[config.mk]
export PLATFORM = sky130hd
export DESIGN_NAME = miller_decoder_param
export DESIGN_NICKNAME = d
export VERILOG_FILES = /design/src/rtl/miller_decoder_param.sv
export SDC_FILE = /design/constraint.sdc
export NUM_CORES = 1
export LEC_CHECK = 0
export ABC_AREA = 1
export CAP_MARGIN = 25
export CORE_MARGIN = 10
export CORE_UTILIZATION = 40
export DETAILED_ROUTE_END_ITERATION = 7
export SLEW_MARGIN = 20
export SYNTH_ARGS = -nofsm -noshare
export SYNTH_HDL_FRONTEND = slang
export SYNTH_SLANG_ARGS = --single-unit
[constraint.sdc]
create_clock -name clk -period 1.5 [get_ports clk]
set_clock_uncertainty 0.05 [all_clocks]
set_input_delay 0.225 -clock clk [delete_from_list [all_inputs] [get_ports clk]]
set_output_delay 0.225 -clock clk [all_outputs]
set_load 0.05 [all_outputs]
[src/rtl/miller_decoder_param.sv]
// rtl/miller_decoder_param.sv - Miller (M=1) baseband decoder with drift-tracking bit timing
//
// Samples the oversampled tag-to-reader line, locks bit-cell timing to the line
// edges, checks Miller coding rules and packs decoded bits into words.
//
// Ports:
//   clk            system clock, one line sample per cycle
//   rst            synchronous active-high reset (wins over in_enable)
//   in_enable      low aborts any frame and holds the decoder idle
//   in_data        raw Miller line, asynchronous to clk
//   out_bit        decoded bit, qualified by out_valid
//   out_valid      one-cycle strobe per decoded bit
//   out_word       packed word, first received bit in the MSB
//   out_word_valid one-cycle strobe when DATA_W bits are collected
//   out_count      bits decoded in the current frame, saturating
//   out_eof        one-cycle strobe at end of frame
//   out_err        one-cycle strobe on coding or timing violation
//   out_busy       high while a frame is being decoded
module miller_decoder_param #(
    parameter int HALF_BIT = 8,
    parameter int TOL      = 2,
    parameter int SYNC     = 2,
    parameter int DATA_W   = 8,
    parameter int CW       = 16
) (
    input  logic              clk,
    input  logic              rst,
    input  logic              in_enable,
    input  logic              in_data,
    output logic              out_bit,
    output logic              out_valid,
    output logic [DATA_W-1:0] out_word,
    output logic              out_word_valid,
    output logic [CW-1:0]     out_count,
    output logic              out_eof,
    output logic              out_err,
    output logic              out_busy
);

    localparam int CELL  = 2 * HALF_BIT;
    localparam int CNT_W = $clog2(CELL);
    localparam int BC_W  = $clog2(DATA_W);

    localparam logic [CNT_W-1:0] C_LAST   = CNT_W'(CELL - 1);
    localparam logic [CNT_W-1:0] C_EARLY  = CNT_W'(CELL - TOL);
    localparam logic [CNT_W-1:0] C_LATE   = CNT_W'(TOL);
    localparam logic [CNT_W-1:0] C_MID_LO = CNT_W'(HALF_BIT - TOL);
    localparam logic [CNT_W-1:0] C_MID_HI = CNT_W'(HALF_BIT + TOL);
    localparam logic [BC_W-1:0]  BC_LAST  = BC_W'(DATA_W - 1);

    typedef enum logic {IDLE_S, RUN_S} state_t;

    state_t              state_q, state_n;
    logic [SYNC-1:0]     sync_q;
    logic                line_q;
    logic                edge_q;
    logic [CNT_W-1:0]    c_q, c_n;
    logic                mid_q, mid_n;
    logic                bnd_q, bnd_n;
    logic                empty_q, empty_n;  // previous cell carried no edge
    logic                last_q, last_n;    // value of the previously emitted bit
    logic [DATA_W-1:0]   shreg_q, shreg_n;
    logic [BC_W-1:0]     bcnt_q, bcnt_n;
    logic [DATA_W-1:0]   word_n;
    logic [CW-1:0]       count_n;
    logic                bit_n, valid_n, wvalid_n, eof_n, err_n;
    logic                early, cell_end, viol;
    logic [DATA_W-1:0]   shifted;

    // Synchroniser and previous-sample register track the line continuously so
    // that a reset never manufactures an edge out of a stale sample.
    always_ff @(posedge clk) begin
        sync_q <= {sync_q[SYNC-2:0], in_data};
        line_q <= sync_q[SYNC-1];
    end

    assign out_busy = (state_q == RUN_S);

    always_comb begin
        state_n  = state_q;
        c_n      = c_q;
        mid_n    = mid_q;
        bnd_n    = bnd_q;
        empty_n  = empty_q;
        last_n   = last_q;
        shreg_n  = shreg_q;
        bcnt_n   = bcnt_q;
        word_n   = out_word;
        count_n  = out_count;
        bit_n    = 1'b0;
        valid_n  = 1'b0;
        wvalid_n = 1'b0;
        eof_n    = 1'b0;
        err_n    = 1'b0;
        early    = 1'b0;
        cell_end = 1'b0;
        viol     = 1'b0;
        shifted  = {shreg_q[DATA_W-2:0], mid_q};

        case (state_q)
            IDLE_S: begin
                if (edge_q) begin
                    state_n = RUN_S;
                    c_n     = '0;
                    mid_n   = 1'b0;
                    bnd_n   = 1'b0;
                    empty_n = 1'b0;
                    last_n  = 1'b0;
                    shreg_n = '0;
                    bcnt_n  = '0;
                    count_n = '0;
                end
            end
            RUN_S: begin
                c_n = c_q + 1'b1;
                if (edge_q) begin
                    if (c_q >= C_EARLY) begin
                        early = 1'b1;
                    end else if (c_q != '0 && c_q <= C_LATE) begin
                        // Line runs slow: re-centre on this edge, the cell it
                        // closes was already emitted at the counter wrap.
                        c_n   = '0;
                        bnd_n = 1'b1;
                    end else if (c_q >= C_MID_LO && c_q <= C_MID_HI) begin
                        if (mid_q) viol = 1'b1;
                        else       mid_n = 1'b1;
                    end else begin
                        viol = 1'b1;
                    end
                end

                // An edge on the last count is an early boundary, so the bit and
                // the boundary are handled together here.
                cell_end = early || (c_q == C_LAST);
                if (cell_end) begin
                    c_n = '0;
                    if (bnd_q && (mid_q || last_q)) begin
                        // boundary edge is only legal between two zeros
                        viol = 1'b1;
                    end else if (!mid_q && !bnd_q && empty_q) begin
                        eof_n   = 1'b1;
                        state_n = IDLE_S;
                    end else begin
                        empty_n = !mid_q && !bnd_q;
                        last_n  = mid_q;
                        bit_n   = mid_q;
                        valid_n = 1'b1;
                        shreg_n = shifted;
                        if (out_count != '1) count_n = out_count + 1'b1;
                        if (bcnt_q == BC_LAST) begin
                            word_n   = shifted;
                            wvalid_n = 1'b1;
                            bcnt_n   = '0;
                        end else begin
                            bcnt_n = bcnt_q + 1'b1;
                        end
                    end
                    mid_n = 1'b0;
                    bnd_n = early;
                end

                if (viol) begin
                    err_n   = 1'b1;
                    valid_n = 1'b0;
                    state_n = IDLE_S;
                end
            end
            default: state_n = IDLE_S;
        endcase
    end

    always_ff @(posedge clk) begin
        if (rst || !in_enable) begin
            state_q        <= IDLE_S;
            edge_q         <= 1'b0;
            c_q            <= '0;
            mid_q          <= 1'b0;
            bnd_q          <= 1'b0;
            empty_q        <= 1'b0;
            last_q         <= 1'b0;
            shreg_q        <= '0;
            bcnt_q         <= '0;
            out_word       <= '0;
            out_count      <= '0;
            out_bit        <= 1'b0;
            out_valid      <= 1'b0;
            out_word_valid <= 1'b0;
            out_eof        <= 1'b0;
            out_err        <= 1'b0;
        end else begin
            state_q        <= state_n;
            edge_q         <= sync_q[SYNC-1] ^ line_q;
            c_q            <= c_n;
            mid_q          <= mid_n;
            bnd_q          <= bnd_n;
            empty_q        <= empty_n;
            last_q         <= last_n;
            shreg_q        <= shreg_n;
            bcnt_q         <= bcnt_n;
            out_word       <= word_n;
            out_count      <= count_n;
            out_bit        <= bit_n;
            out_valid      <= valid_n;
            out_word_valid <= wvalid_n;
            out_eof        <= eof_n;
            out_err        <= err_n;
        end
    end

endmodule

==> flow_summary.ini, run 1 <==
[synthesis]
seq_area_frac_synth_pct = 38.7
postSynth.asyncResetShare_pct = 0
synthesis.area_per_instance_um2 = 7.32
syn_inst = 361
synth_cell_type_count = 34
postSynthRegisterBits = 51
synth_edf_count = 0
syn-cell-area_mm2 = 0.00264
synth_flop_cell = dfxtp_1
syn_nets = 371
yosys_warnings = 0

[sta]
slew-limit-headroom_pct = 78.5
final_hold_violating_endpoints = 0
finalCriticalPeriod_ns = 1.52
worst-slew-pin-transition_ns = 0.323
finalSetupTns_ns = -0.0419
clock.fmax_mhz = 657
finalMaxSlewViolations = 0
final_min_period_over_clock_period_pct = 101
grt_setup_unrepaired = true
setup_viol = 4
timing.final.ws_setup_ns = -0.0218

[layout]
fin_nets = 448
finalNonFillerCells = 516
num_antenna_cells = 0
sequential_cell_area_in_the_final_layout_mm2 = 0.00108
layout-drive-gt1-share_pct = 41.7
syn2layout_area_growth_pct = 52.5
final.fill_count = 543
multi_input_comb_area_mm2 = 0.00166

[min_path]
min_path_type = reg2reg

[clock_network]
ctsHoldBuffers = 0
cts.clk_slew.worst_paths_ns = 0.09
numClockSinks = 51
clock_tree_from_tritoncts = built
cts_max_path_buffers = 2
cts_root_buffer = clkbuf_8
clock_buffer_count_from_cts = 5
clock_latency_ns = 0.31
cts-htree-levels = 2

[setup_path]
worst-path-buf-inv = 1
worst_path_required_time_ns = 1.65
critical_path_peak_fanout = 8
worst_setup_path_end_kind = flip-flop
crit_path_max_incr_delay_ns = 0.38
critPathSlowestCell = dfxtp_4
critPathTopFamily = simple AND/OR/NAND/NOR gates
crit_path_cell_trace = ha_4, inv_2, nand2_2, nand3_4, nand2_4, nand2_4, nand2_8, nand2_8, nor2_2, nor2_1, nor2_1
criticalPathCategory = reg2reg
data_arrival_at_the_endpoint_of_the_critical_path_ns = 1.67
critPathLaunchType = flip-flop

[drt]
dr.pass1.iters = 4
count_of_antenna_violating_nets_left_after_detailed_routing = 0
via_count = 2586
routedWlPerCell_um = 13.4
drt-initial-drc-count = 83
via_per_inst = 5.01
finalWirelength_mm = 6.91
drcViolationCount = 0

[power_and_ir_drop]
total_power_mw = 2.53
power_density_mw_per_mm2 = 629
power.internal_mw = 1.93
pwr-share-comb_pct = 8.6
power_switching_uw = 602
vdd.ir_drop.worst_v = 0.000596
leakage_power_summed_over_all_cells_nw = 1.48
pwr-share-clk_pct = 38.1
power.share.sequential_pct = 53.3
switching_share_pct = 23.8

[placement]
portBuffers = 33
placed_cells_incl_taps = 501
dp_hpwl_mm = 4.86
placement.setup.worst_slack_ns = -0.0986
place_congestion = 0.849

[global_route]
grt_pass1_vias = 2334
grt_overflow = 0
largest_net_degree_at_the_start_of_global_routing = 19
grt_first_pass_wirelength_mm = 11.6
grt_antenna_before_repair = 0
grt_util_all_layers_pct = 13.7

[run_status]
status = finished, violations left
failed_checks = negative setup slack

[die]
die_area_mm2 = 0.0103
die-width_um = 101
floorplan.die.height_um = 101
starting_density_of_the_core_pct = 41.4
pin_count = 34
number_of_placement_rows = 29
floorplan.core_area_mm2 = 0.00639

[job]
drv_cap = 0
-- power groups by stage --
stage	sequential (mW)	combinational [mW]	clock [mW]
global route	1.35	0.235	1.05
detailed placement	1.38	0.192	0
global placement	1.38	0.192	0
finish	1.35	0.218	0.965
CTS	1.35	0.213	0.995
floorplan	1.39	0.106	0
-- stage by stage --
step	util (%)	cell area, um2	hold slack (ns)
5_1_grt	63.1	4030	0.294
6_report	63.1	4030	0.284
4_1_cts	62.1	3960	0.289
2_1_floorplan	-	2720	0.203
3_3_place_gp	57.6	3680	0.264
3_5_place_dp	57.6	3680	0.267
-- area by class of cell --
class	instances	area share, %
Inverter	22	2.17
Sequential cell	51	26.8
Multi-Input combinational cell	278	41.1
Timing Repair Buffer	80	24.8
Clock buffer	5	1.71
Tap cell	77	2.39
Clock inverter	3	1.09
-- worst reg2reg max path: cells and delay by family, from the launching register on --
kind	cells	cell delay [ns]
simple gates	9	0.77
flops	1	0.38
fa+ha+maj	1	0.16
buf+inv	1	0.05
-- cells by family (layout without fill, tap and decap cells) --
group | Yosys count | in the layout | synth area share (%)
adders and majority gates | 6 | 6 | 2.84
DFF | 51 | 51 | 38.7
and+or+nand+nor | 211 | 213 | 38.3
buffers and inverters | 34 | 110 | 6.02
xor gates and xnor gates | 6 | 6 | 1.99
AOI/OAI and AO/OA | 53 | 53 | 12.2
-- flip-flops by register name, indices dropped and copies added, names as in the netlist --
| name | flops |
|---|---|
| out_bit | 1 |
| mid_q | 1 |
| out_busy | 1 |
| line_q | 1 |
| bnd_q | 1 |
| out_valid | 1 |
| c_q | 4 |
| out_word_valid | 1 |
| out_err | 1 |
| bcnt_q | 3 |
| sync_q | 2 |
| empty_q | 1 |
| edge_q | 1 |
| out_eof | 1 |
| last_q | 1 |
| out_word | 8 |
| shreg_q | 6 |
| out_count | 16 |
-- per-layer routing --
layer / vias to the layer above / track usage (%) / routed length, um
met4: 0 / 3.00 / 56
met1: 1203 / 18.2 / 3230
met2: 45 / 21.5 / 3230
li1: 1333 / - / -
met5: - / 0 / 0
met3: 5 / 4.02 / 395
-- layout by cell type (no fill, tap or decap), types with 12 or more instances in the layout --
master	Yosys	routed
nand2_1	77	69
nor2_1	72	61
buf_4	0	43
dfxtp_1	51	31
buf_12	0	30
nand2_2	16	22
a21oi_1	22	19
inv_1	19	16
nand4_1	13	13
dfxtp_4	0	13
nand3_1	13	12
a21oi_2	9	12
-- synth_stat cells (3+ instances only) --
master	instances	share of area (%)
nand3_1	13	2.5
o21ai_1	12	2.3
nand2_4	6	2.6
nand2_2	16	3.8
nand2_1	77	11
a21oi_2	9	3.0
dfxtp_1	51	39
a21oi_1	22	4.2
nor3_1	3	0.57
xnor2_1	3	0.99
buf_2	3	0.57
clkbuf_1	5	0.71
o21ai_0	4	0.76
nand4_1	13	3.1
inv_1	19	2.7
nor2_1	72	10
nor2_4	3	1.3
ha_1	6	2.8
xor2_1	3	0.99
-- what timing repair did --
item | 4_1_cts | 5_1_grt
hold endpoints to repair | 0 | 0
cloned | 2 | 1
pin swaps | 13 | 8
buffers inserted | 2 | 2
endpoints found under the setup margin | 38 | 44
gates resized for setup | 35 | 14
-- final timing paths --
path	slack [ns]	end	startpoint	cells after the start
max	-0.02	out_count[14]	c_q[1]	11
min	0.28	sync_q[1]	sync_q[0]	0
max reg2reg	-0.02	out_count[14]	c_q[1]	11
min reg2reg	0.28	sync_q[1]	sync_q[0]	0
Note: power is estimated with default switching activity, not from simulation.
==> run 2, diff against run 1 <==
CAP_MARGIN = 10   (was 25)
CORE_UTILIZATION = 45   (was 40)
GPL_TIMING_DRIVEN = 0   (was not set)
PLACE_DENSITY = 0.7   (was not set)
==> run 2 against run 1 <==
The run still ends with negative setup slack left. Power grew 0.92%. Register-to-register slack lost 0.07 ns. Routed wire length grew 9.1%. Setup slack lost 0.070 ns. Die area shrank 9.0%. Non-clock buffer count shrank 4. Sequential power is essentially flat. Highest routed layer unchanged. Sequential cell count is the same. Cell count shrank 1.9%. Critical path type unchanged.
==> flow_summary.ini, run 2 (synthesis gave the netlist of run 1 again) <==
[clock_network]
clock_tree_from_tritoncts = built
cts.clk_slew.worst_paths_ns = 0.10
clock_latency_ns = 0.31
numClockSinks = 51
cts-htree-levels = 2
cts_max_path_buffers = 2
cts_root_buffer = clkbuf_8
clock_buffer_count_from_cts = 5

[layout]
layout_top_registers = out_count: 16 flops, out_word: 8 flops, shreg_q: 6 flops
num_antenna_cells = 0
commonest_non_fill_non_tap_cell_in_the_layout = nor2_1
layout-drive-gt1-share_pct = 45.9
final_util_pct = 67.0
syn2layout_area_growth_pct = 42.3
fin_area_mm2 = 0.00376
largest_reg_flops = 16
finalNonFillerCells = 506
fin_nets = 443
regMostFlops = out_count
most-common-layout-cells = nor2_1, nand2_1, nand2_2
final.fill_count = 474

[power_and_ir_drop]
vdd.ir_drop.worst_v = 0.000632
leakage_power_summed_over_all_cells_nw = 1.41
switching_share_pct = 24.3
pwr-share-comb_pct = 9.5
power.share.sequential_pct = 52.7
total_power_mw = 2.56
power_density_mw_per_mm2 = 680
power.internal_mw = 1.94
pwr-share-clk_pct = 37.8
power_switching_uw = 622

[setup_path]
critical_path_peak_fanout = 5
crit-reg2reg-capture = out_count[15]
worst_path_required_time_ns = 1.69
setup.worst_path.end = out_count[15]
critical_path.reg2reg.startpoint = last_q
data_arrival_at_the_endpoint_of_the_critical_path_ns = 1.78
critPathLaunchType = flip-flop
worst_setup_path_startpoint = last_q
setup.reg_to_reg.worst_slack_ns = -0.09
criticalPathCategory = reg2reg
worst_setup_path_end_kind = flip-flop
worst_r2r_path_depth = 10

[sta]
finalCriticalPeriod_ns = 1.59
worst-slew-pin-transition_ns = 0.693
finalMaxSlewViolations = 0
setup_viol = 38
final_hold_violating_endpoints = 0
grt_setup_unrepaired = true
final_min_period_over_clock_period_pct = 106
clock.fmax_mhz = 628
timing.final.ws_setup_ns = -0.0917
slew-limit-headroom_pct = 53.8

[placement]
portBuffers = 33
place_congestion = 0.895
dp_hpwl_mm = 4.51
instance_area_at_placement_mm2 = 0.00314
placed_cells_incl_taps = 466

[global_route]
met2_usage_pct = 24.8
largest_net_degree_at_the_start_of_global_routing = 17
grt_first_pass_wirelength_mm = 12.1
grt_antenna_before_repair = 0
grt_overflow = 0
grt_pass1_vias = 2535
grt_util_met3_pct = 3.19
grt.met1_usage_pct = 17.6
grt_util_all_layers_pct = 14.7
top_usage_layer = met2

[die]
die-width_um = 96.6
starting_density_of_the_core_pct = 47.1
number_of_placement_rows = 27
floorplan.die.height_um = 96.6
pin_count = 34
floorplan.core_area_mm2 = 0.00561
die_area_mm2 = 0.00933

[drt]
routedWlPerCell_um = 14.9
drcViolationCount = 0
drt-initial-drc-count = 191
dr.pass1.iters = 4
via_count = 2649
count_of_antenna_violating_nets_left_after_detailed_routing = 0
via_per_inst = 5.24
finalWirelength_mm = 7.53

[run_status]
failed_checks = negative setup slack
status = finished, violations left

[job]
drv_cap = 0

[min_path]
min_path_type = reg2reg
run 2: changes by cell type in the layout (fill, tap and decap cells not counted), moves of 4 or more:
cell,delta
a21oi_1,-7
a21oi_2,+7
buf_12,-30
buf_4,-20
buf_6,+6
clkbuf_2,+17
clkdlybuf4s15_2,+4
dlygate4sd2_1,+10
nand2_1,-19
nand2_2,+16
o21ai_1,-4
run 2: worst max-delay path, cell delays in order, from the launching register on:
cell and delay (ns):
dfxtp_1 0.39, o21ai_2 0.19, nand2_2 0.12, nand2_4 0.12, inv_2 0.05, nor2_2 0.18, nand2_8 0.09, buf_6 0.14
nor2_2 0.09, nor2_1 0.05, nor2_1 0.07
run 2: power groups by stage:
stage | Sequential [mW] | Clock, mW | Combinational (mW)
2_1_floorplan | 1.39 | 0 | 0.106
3_3_place_gp | 1.38 | 0 | 0.157
3_5_place_dp | 1.38 | 0 | 0.158
4_1_cts | 1.35 | 0.991 | 0.218
5_1_grt | 1.35 | 1.03 | 0.260
6_report | 1.35 | 0.967 | 0.243
run 2: worst min path at each step:
stage,slack [ns],cells past startpoint,end,start
after floorplan,0.20,0,sync_q[0],in_data
after global placement,0.26,0,sync_q[1],sync_q[0]
after detailed placement,0.26,0,sync_q[1],sync_q[0]
after CTS,0.28,0,sync_q[1],sync_q[0]
after global routing,0.30,0,sync_q[1],sync_q[0]
final,0.28,0,sync_q[1],sync_q[0]
run 2: timing repair:
item,in CTS,in global routing
hold buffers,0,0
resized for setup,112,59
buffers inserted,18,10
cloned,4,1
endpoints found under the setup margin,66,62
pin swaps,31,23
run 2: final cells by class:
class	instances	area (um2)	share of cell area, %
Buffer	12	86.3	2.30
Clock buffer	5	68.8	1.83
Clock inverter	3	43.8	1.16
Inverter	22	95.1	2.53
Multi-Input combinational cell	277	1750	46.6
Sequential cell	51	1090	28.9
Tap cell	72	90.1	2.40
Timing Repair Buffer	64	537	14.3
run 2: per-stage QoR:
step	setup TNS [ns]	hold slack [ns]	worst slack, ns
3_3_place_gp	-9.06	0.262	-0.280
5_1_grt	-5.67	0.304	-0.198
3_5_place_dp	-10.24	0.262	-0.311
6_report	-1.45	0.283	-0.0917
4_1_cts	-0.301	0.284	-0.0322
2_1_floorplan	-0.437	0.203	-0.0465
run 2: per-layer routing:
layer  up-vias  part of all wire (%)
li1       1317                     -
met1      1247                    42
met2        69                    50
met3        16                   5.9
met4         0                   2.1
met5         -                     0
==> run 3, diff against run 2 <==
GPL_ROUTABILITY_DRIVEN = 0   (was not set)
==> results of run 3 <==
No change in the layout: final DEF, timing and power equal those of run 2.
==> variant, RTL diff (flow settings as in run 3) <==
`SYNC`: 2 -> 4.
--- a/src/rtl/miller_decoder_param.sv
+++ b/src/rtl/miller_decoder_param.sv
@@ -21,3 +21,3 @@
     parameter int TOL      = 2,
-    parameter int SYNC     = 2,
+    parameter int SYNC     = 4,
     parameter int DATA_W   = 8,
Behaviour: not the same (a bounded check fails within 10 cycles, from zero or initial values).
==> variant against run 3 <==
- the run still ends with negative setup slack left
- hold slack improved by 5.2 ps
- critical path depth fell by 1
- fmax fell by 4.8%
- setup slack got worse by 80 ps
- routed wire length rose by 4.3%
- synthesized area rose by 0.57%
- sequential cell count rose by 2
- total power rose by 1.9%
- design area rose by 7.4%
- largest power group unchanged
==> variant: results (changes against run 3) <==
status: "finished, violations left"
violations: "negative setup slack"
reg2reg_from: "out_count[9]$_SDFFE_PP0P_"
ys_types: 31  # -8.8%
path_max_fanout: 7  # +2
r2r_cells: 9  # -1
rr_endpoint: "out_count[8]$_SDFFE_PP0P_"
routed_wl_um: 7856  # +4.3%
setup_slack_ps: -171.6  # -79.86 ps
p_comb_share_pct: 11.2  # +1.7 points
hold_slack_ps: 288.7  # +5.217 ps
static-leakage-power_nw: 1.476  # +4.4%
layout.cells.non_filler: 529  # +4.5%
avgSynthCellArea_um2: 7.027  # -4.0%
setup_viol: 38  # unchanged
grt_pass1_wl_um: 11960  # -0.98%
worst_slew_pin_slew_ps: 764.5  # +71.84 ps
whs_endpoint: "sync_q[3]$_DFF_P_"
grt_usage_pct: 14.62  # -0.12 points
final_net_count: 466  # +5.2%
hp-start: "sync_q[2]$_DFF_P_"
yosysSeqAreaShare_pct: 39.94  # +1.3 points
grt_pass1_vias: 2484  # -2.0%
syn_nets: 388  # +4.6%
critPathArrivalTime_ps: 1860  # +80 ps
first_pass_iters: 5  # +1
dp_hpwl_um: 4714  # +4.5%
critPathSlowestCell: "dfxtp_4"
place_inst: 483  # +3.6%
[variant: cell types whose count changed in the layout (fill, tap and decap cells not counted), sizes merged, moves of 8 or more]
| cell | change |
|---|---|
| nor2 | -26 |
| inv | +21 |
| clkdlybuf4s15 | +13 |
| nand2 | +11 |
| clkbuf | -9 |
| buf | +8 |
[variant: per-layer routing]
| layer | routed length, um | global-route usage (%) |
|---|---|---|
| met1 | 3628 | 18.91 |
| met2 | 3776 | 23.57 |
| met3 | 349 | 2.697 |
| met4 | 102 | 5.073 |
| met5 | 0 | 0 |
[variant: metrics by stage]
step           total power [mW]  setup WS (ps)  setup TNS, ps  utilization [%]
6_report                  2.606         -171.6          -3815            72.02
2_1_floorplan             1.566         -36.55         -347.5                -
5_1_grt                   2.676         -285.1          -6901            72.02
3_3_place_gp              1.615         -508.0         -14980            56.69
4_1_cts                   2.572         -117.3          -2657            65.73
3_5_place_dp              1.617         -587.8         -15980            56.69
[variant: kinds of logic after synthesis]
kind of cell	share of synthesized area (%)
buffers and inverters	9.138
XOR/XNOR	1.979
adder cells (fa/ha/maj)	2.826
AO/OA/AOI/OAI	11.59
flip-flops	39.94
AND/OR/NAND/NOR	34.53
[variant: repair_timing]
action	in CTS	in global routing
hold buffers	0	0
gates resized for setup	117	88
pin swaps	19	21
buffers inserted	19	15
cloned	4	0
endpoints found under the setup margin	76	59
[variant: final cells by class]
cell class                 count  area (um2)  area share, %
buffer                        12       101.3          2.509
tap                           72       90.09          2.230
clock inverter                 2       15.01         0.3717
timing repair buffer          71       666.9          16.51
clock buffer                   6       82.58          2.045
inverter                      42       161.4          3.996
multi-input combinational    271        1807          44.73
sequential                    53        1115          27.60
